## config.mk

```make
export PLATFORM = sky130hd
export DESIGN_NAME = writeback_queue
export DESIGN_NICKNAME = d
export VERILOG_FILES = /design/src/rtl/writeback_queue.sv
export SDC_FILE = /design/constraint.sdc
export NUM_CORES = 1
export LEC_CHECK = 0
export ABC_AREA = 1
export CAP_MARGIN = 20
export CORE_MARGIN = 3
export CORE_UTILIZATION = 52
export DETAILED_ROUTE_END_ITERATION = 6
export PLACE_DENSITY_LB_ADDON = 0.2
export SETUP_SLACK_MARGIN = 0.3
export SYNTH_ARGS = -nofsm -noshare
export SYNTH_HDL_FRONTEND = slang
export SYNTH_SLANG_ARGS = --single-unit
```

## constraint.sdc

```tcl
create_clock -name CLK -period 2.9 [get_ports CLK]
set_input_delay 0.29 -clock CLK [delete_from_list [all_inputs] [get_ports CLK]]
set_output_delay 0.29 -clock CLK [all_outputs]
set_load 0.1 [all_outputs]
```

## src/rtl/writeback_queue.sv

```systemverilog
// Write-back staging FIFO in front of the register bank: buffers (addr, data) requests,
// drains one per cycle as a registered one-hot strobe, and forwards pending values.
module writeback_queue #(
  parameter int DATA_SIZE    = 32,
  parameter int ADDR_SIZE    = 5,
  parameter int DEPTH        = 4,
  parameter bit ZERO_DISCARD = 1'b1,
  localparam int REG_COUNT   = 2 ** ADDR_SIZE,
  localparam int PTR_W       = $clog2(DEPTH),
  localparam int CNT_W       = $clog2(DEPTH + 1)
) (
  input  logic                 CLK,
  input  logic                 RST,
  input  logic                 IN_VALID,
  output logic                 IN_READY,
  input  logic [ADDR_SIZE-1:0] IN_ADDR,
  input  logic [DATA_SIZE-1:0] IN_DATA,
  input  logic                 STALL_DRAIN,
  output logic [REG_COUNT-1:0] OUT_WRITE,
  output logic [DATA_SIZE-1:0] OUT_DATA,
  input  logic [ADDR_SIZE-1:0] LOOKUP_ADDR,
  output logic                 LOOKUP_HIT,
  output logic [DATA_SIZE-1:0] LOOKUP_DATA,
  output logic [CNT_W-1:0]     COUNT
);

  function automatic logic is_discarded(input logic [ADDR_SIZE-1:0] addr);
    return ZERO_DISCARD && (addr == {ADDR_SIZE{1'b0}});
  endfunction

  logic [ADDR_SIZE-1:0] addr_mem_q [DEPTH];
  logic [DATA_SIZE-1:0] data_mem_q [DEPTH];
  logic [DEPTH-1:0]     vld_q, vld_d;
  logic [PTR_W-1:0]     wr_ptr_q, wr_ptr_d, rd_ptr_q, rd_ptr_d;
  logic [CNT_W-1:0]     count_q, count_d;
  logic                 out_vld_q, out_vld_d;
  logic [ADDR_SIZE-1:0] out_addr_q, out_addr_d;
  logic [REG_COUNT-1:0] out_write_q, out_write_d;
  logic [DATA_SIZE-1:0] out_data_q, out_data_d;
  logic                 in_ready_s, push_s, pop_s;
  logic [ADDR_SIZE-1:0] head_addr_s;
  logic                 hit_s;
  logic [DATA_SIZE-1:0] hit_data_s;

  // Ready comes from registered occupancy only, so a full queue never accepts even while popping.
  assign in_ready_s  = RST & (count_q < CNT_W'(DEPTH));
  assign push_s      = IN_VALID & in_ready_s;
  assign pop_s       = (count_q != {CNT_W{1'b0}}) & ~STALL_DRAIN;
  assign head_addr_s = addr_mem_q[rd_ptr_q];

  // Next-state for pointers, occupancy, valid bits and the output stage.
  always_comb begin
    wr_ptr_d    = wr_ptr_q;
    rd_ptr_d    = rd_ptr_q;
    vld_d       = vld_q;
    count_d     = count_q;
    out_vld_d   = 1'b0;
    out_addr_d  = out_addr_q;
    out_write_d = {REG_COUNT{1'b0}};
    out_data_d  = out_data_q;
    if (push_s) begin
      wr_ptr_d        = wr_ptr_q + PTR_W'(1);
      vld_d[wr_ptr_q] = 1'b1;
    end else begin
      wr_ptr_d = wr_ptr_q;
    end
    if (pop_s) begin
      rd_ptr_d        = rd_ptr_q + PTR_W'(1);
      vld_d[rd_ptr_q] = 1'b0;
      out_vld_d       = 1'b1;
      out_addr_d      = head_addr_s;
      out_data_d      = data_mem_q[rd_ptr_q];
      if (is_discarded(head_addr_s)) begin
        out_write_d = {REG_COUNT{1'b0}};
      end else begin
        out_write_d = {{(REG_COUNT-1){1'b0}}, 1'b1} << head_addr_s;
      end
    end else begin
      rd_ptr_d = rd_ptr_q;
    end
    case ({push_s, pop_s})
      2'b10:   count_d = count_q + CNT_W'(1);
      2'b01:   count_d = count_q - CNT_W'(1);
      default: count_d = count_q;
    endcase
  end

  // Control state and output stage, cleared asynchronously so an in-flight strobe drops at once.
  always_ff @(posedge CLK or negedge RST) begin
    if (!RST) begin
      wr_ptr_q    <= {PTR_W{1'b0}};
      rd_ptr_q    <= {PTR_W{1'b0}};
      vld_q       <= {DEPTH{1'b0}};
      count_q     <= {CNT_W{1'b0}};
      out_vld_q   <= 1'b0;
      out_addr_q  <= {ADDR_SIZE{1'b0}};
      out_write_q <= {REG_COUNT{1'b0}};
      out_data_q  <= {DATA_SIZE{1'b0}};
    end else begin
      wr_ptr_q    <= wr_ptr_d;
      rd_ptr_q    <= rd_ptr_d;
      vld_q       <= vld_d;
      count_q     <= count_d;
      out_vld_q   <= out_vld_d;
      out_addr_q  <= out_addr_d;
      out_write_q <= out_write_d;
      out_data_q  <= out_data_d;
    end
  end

  // Entry storage; validity is tracked by vld_q, so the payload needs no reset.
  always_ff @(posedge CLK) begin
    if (push_s) begin
      addr_mem_q[wr_ptr_q] <= IN_ADDR;
      data_mem_q[wr_ptr_q] <= IN_DATA;
    end
  end

  // Forwarding search: output stage is oldest, then FIFO entries head to tail; youngest match wins.
  always_comb begin
    logic [PTR_W-1:0] idx;
    idx        = {PTR_W{1'b0}};
    hit_s      = 1'b0;
    hit_data_s = {DATA_SIZE{1'b0}};
    if (out_vld_q && (out_addr_q == LOOKUP_ADDR)) begin
      hit_s      = 1'b1;
      hit_data_s = out_data_q;
    end else begin
      hit_s = 1'b0;
    end
    for (int i = 0; i < DEPTH; i++) begin
      idx = rd_ptr_q + PTR_W'(i);
      if ((CNT_W'(i) < count_q) && vld_q[idx] && (addr_mem_q[idx] == LOOKUP_ADDR)) begin
        hit_s      = 1'b1;
        hit_data_s = data_mem_q[idx];
      end else begin
        hit_data_s = hit_data_s;
      end
    end
    if (is_discarded(LOOKUP_ADDR)) begin
      hit_s      = 1'b0;
      hit_data_s = {DATA_SIZE{1'b0}};
    end else begin
      hit_s = hit_s;
    end
  end

  assign IN_READY    = in_ready_s;
  assign OUT_WRITE   = out_write_q;
  assign OUT_DATA    = out_data_q;
  assign LOOKUP_HIT  = hit_s;
  assign LOOKUP_DATA = hit_data_s;
  assign COUNT       = count_q;

endmodule

```

==> summary.txt <==
Run status
  – Status: finished, violations left
  – Failing checks: setup timing

Placed design
  – Placed insts: ~2200
  – HPWL after DPL: 26200 um
  – Post-DP Area: ~0.016 mm^2
  – Setup WS pre-CTS: around 93 ps
  – GP Congestion: roughly 0.95
  – Port Buf Inserts: between 100 and 150

Timing
  – Final Worst Setup Slack: -367 ps
  – Skew final: 10.9 ps
  – Hold slack: approximately 270 ps
  – Final Max Slew Viols: 0
  – Max-slew headroom: 54.2%
  – Worst-Margin Slew: between 600 and 700 ps
  – Min cycle time layout: roughly 3300 ps
  – Setup violators final: 33
  – Final Hold Viols: 0
  – RSZ-0062 raised after global routing: yes
  – Fmax: between 300 and 400 MHz
  – Tcrit/Tclk final: 113%

Synth
  – Cells taking the most area after synthesis: edfxtp_1, nand2_1, dfrtp_1
  – YS warnings: 0
  – Synth unique cells: 34
  – Post-synthesis cell count: between 1500 and 2000
  – Post-synthesis async set-or-reset flop share: between 30% and 40%
  – Synthesized flop and latch total: between 200 and 250
  – Syn_nets: 1878
  – Most common cell in the netlist: nand2_1
  – Post-synthesis sequential area ratio: between 40% and 50%
  – Post-Syn Area: ~0.014 mm^2
  – Area leader, netlist: edfxtp_1
  – Top post-synthesis cells by count: nand2_1, o21ai_0, inv_1, edfxtp_1, nand4_1
  – Mapped Avg Cell Area: 7.53 um^2
  – Synth top area share: 32.4%
  – Post-synth EDFFs: about 150
  – Main flop type after synthesis: edfxtp_1

Finish
  – Synth-to-Final Area Change: 30.1%
  – Non-filler cells in the finished layout: around 2300
  – Post-Layout Inst Area: ~0.018 mm^2
  – Filler cells: approximately 2000
  – Net count, final: 2000
  – Layout cell share with drive strength beyond 1: about 19%

Critical path
  – R2r endpoint: OUT_WRITE[15]
  – Crit path DAT: 2980 ps
  – Worst-case reg-to-reg path depth: 7
  – Launch point of the worst reg-to-reg path: COUNT[0]
  – Critical path startpoint category: register
  – Reg2reg setup slack: about 700 ps
  – CP required: between 2000 and 3000 ps
  – CP startpoint: rd_ptr_q[0]
  – Crit-path max FO: 24
  – Critical path class: reg2out
  – Worst setup path endpoint: LOOKUP_DATA[5]
  – CP endpoint kind: output pin

Pwr
  – Peak VDD IR: a little under 900 uV
  – P_leak: 0.00782 uW
  – Power per cell area: 1250 mW/mm^2

Clock network
  – Clock latency on the worst-skew pair: approximately 540 ps
  – CTS tree: done
  – Root buffer cell: clkbuf_16
  – Worst-path clk slew: 60 ps
  – H-tree depth: 1
  – CTS Buf Count: 26
  – CTS Buffer Depth: 3
  – Clock sink count: about 230

Drt
  – Vias per Instance: slightly below 6
  – Vias post-DR: between 10000 and 15000
  – Post-route ant nets: 0
  – 1st-pass router iterations: 5
  – Final wirelength: 44200 um
  – Initial DRC count: about 1700
  – DRC viols: 0
  – Routed wire per std cell: a little under 20 um

Floorplanning
  – Die height: 168 um
  – Ports: about 150
  – Starting Density: roughly 54%
  – Core Region: between 0.02 and 0.03 mm^2
  – Die ar.: between 0.02 and 0.03 mm^2
  – DIE WIDTH: 168 um
  – # rows: 58

Global routing
  – Initial antenna violation count: 1
  – First-pass GRT wire length: between 60000 and 70000 um
  – GRT overflow: 0
  – Largest net degree at the start of global routing: 102
  – Vias in the first global route: between 10000 and 15000
  – Total Routing Usage GR: 29.3%

Worst hold path
  – Class of the worst hold path: in2async

Flow run
  – Max Cap Viol: 0
logic make-up after synthesis:
family                   synth area share (%)
flip-flops                               47.2
adder cells (fa/ha/maj)                  1.10
multiplexers                            0.146
AND/OR/NAND/NOR                          28.1
buffers and inverters                    9.95
AO/OA/AOI/OAI                            12.9
XOR/XNOR                                0.511
other                                  0.0274
repair_timing:
action | 4_1_cts | 5_1_grt
hold endpoints to repair | 28 | 0
pin swaps | 4 | 7
setup endpoints to repair | 33 | 33
setup buffers | 5 | 5
gates resized for setup | 30 | 49
hold buffers | 1 | 0
cloned | 3 | 6
sequential cells by signal (all words and copies together), names as in the netlist:
register,flops
data_mem_q,128
OUT_DATA,32
OUT_WRITE,32
addr_mem_q,20
out_addr_q,5
vld_q,4
COUNT,3
rd_ptr_q,2
wr_ptr_q,2
out_vld_q,1
cell usage in the layout, fill, tap and decap left out, types with 4 or more instances in the layout:
master / Yosys / final
edfxtp_1: 148 / 148
clkinv_1: 2 / 4
nand2_1: 598 / 552
nand4_1: 98 / 98
xor2_1: 6 / 5
nor2_1: 92 / 85
buf_6: 10 / 11
nand2_2: 6 / 52
buf_4: 6 / 93
nand3_2: 5 / 23
a21oi_1: 41 / 9
dfrtp_1: 81 / 76
clkbuf_16: 0 / 35
nand3_1: 87 / 68
nor2_4: 4 / 14
buf_12: 0 / 57
clkbuf_8: 0 / 4
o21ai_1: 52 / 51
inv_1: 185 / 184
a21oi_4: 0 / 32
clkdlybuf4s50_1: 0 / 44
o21ai_0: 250 / 249
ha_1: 12 / 11
buf_8: 0 / 4
cell type report:
type	instances	area, um^2	area share (%)
multi-input combinational	1272	6550	36.7
tap	330	413	2.32
clock buffer	35	790	4.43
antenna	1	2.50	0.0140
sequential	229	6480	36.4
timing repair buffer	220	2710	15.2
inverter	192	741	4.15
clock inverter	13	126	0.709
timing repair inverter	1	11.3	0.0632
worst max-delay path, stage by stage, from the launching register on:
cell and delay, ps:
dfrtp_4 500, inv_6 100, buf_12 180, nand2_1 100
nand3_2 110, nand2_2 100, nand2_1 80, nand2_1 90
nor2_4 220, buf_12 200, nand4_1 120, nand3_1 140
nand2_2 70, a21oi_4 220, buf_12 200
layer usage:
metal	GRT usage, %	up-vias	wire, um
li1	-	6262	-
met1	37.0	6164	16300
met2	47.9	843	20100
met3	5.71	223	4940
met4	15.3	0	2870
met5	0	-	0
where the power goes:
part           switching [uW]  internal (uW)
combinational           10200           4260
sequential                339           4020
clock                    1380           2090
total                   11900          10400
worst min path at each step:
| stage | start | endpoint | slack [ps] |
|---|---|---|---|
| finish | RST | COUNT[2] | 270 |
| global route | RST | COUNT[1] | 300 |
| CTS | RST | COUNT[2] | 280 |
| detailed placement | RST | COUNT[1] | 280 |
| global placement | RST | COUNT[2] | 280 |
| floorplan | RST | COUNT[2] | -6 |
per-stage QoR:
stage | power [uW] | setup TNS [ps] | util [%]
5_1_grt | 23400 | -13480 | 69.8
2_1_floorplan | 13800 | -7870 | -
3_5_place_dp | 17300 | 0 | 63.8
6_report | 22300 | -10510 | 69.8
3_3_place_gp | 17100 | 0 | 63.8
4_1_cts | 21200 | -8870 | 68.3
Note: power is estimated with default switching activity, not from simulation.
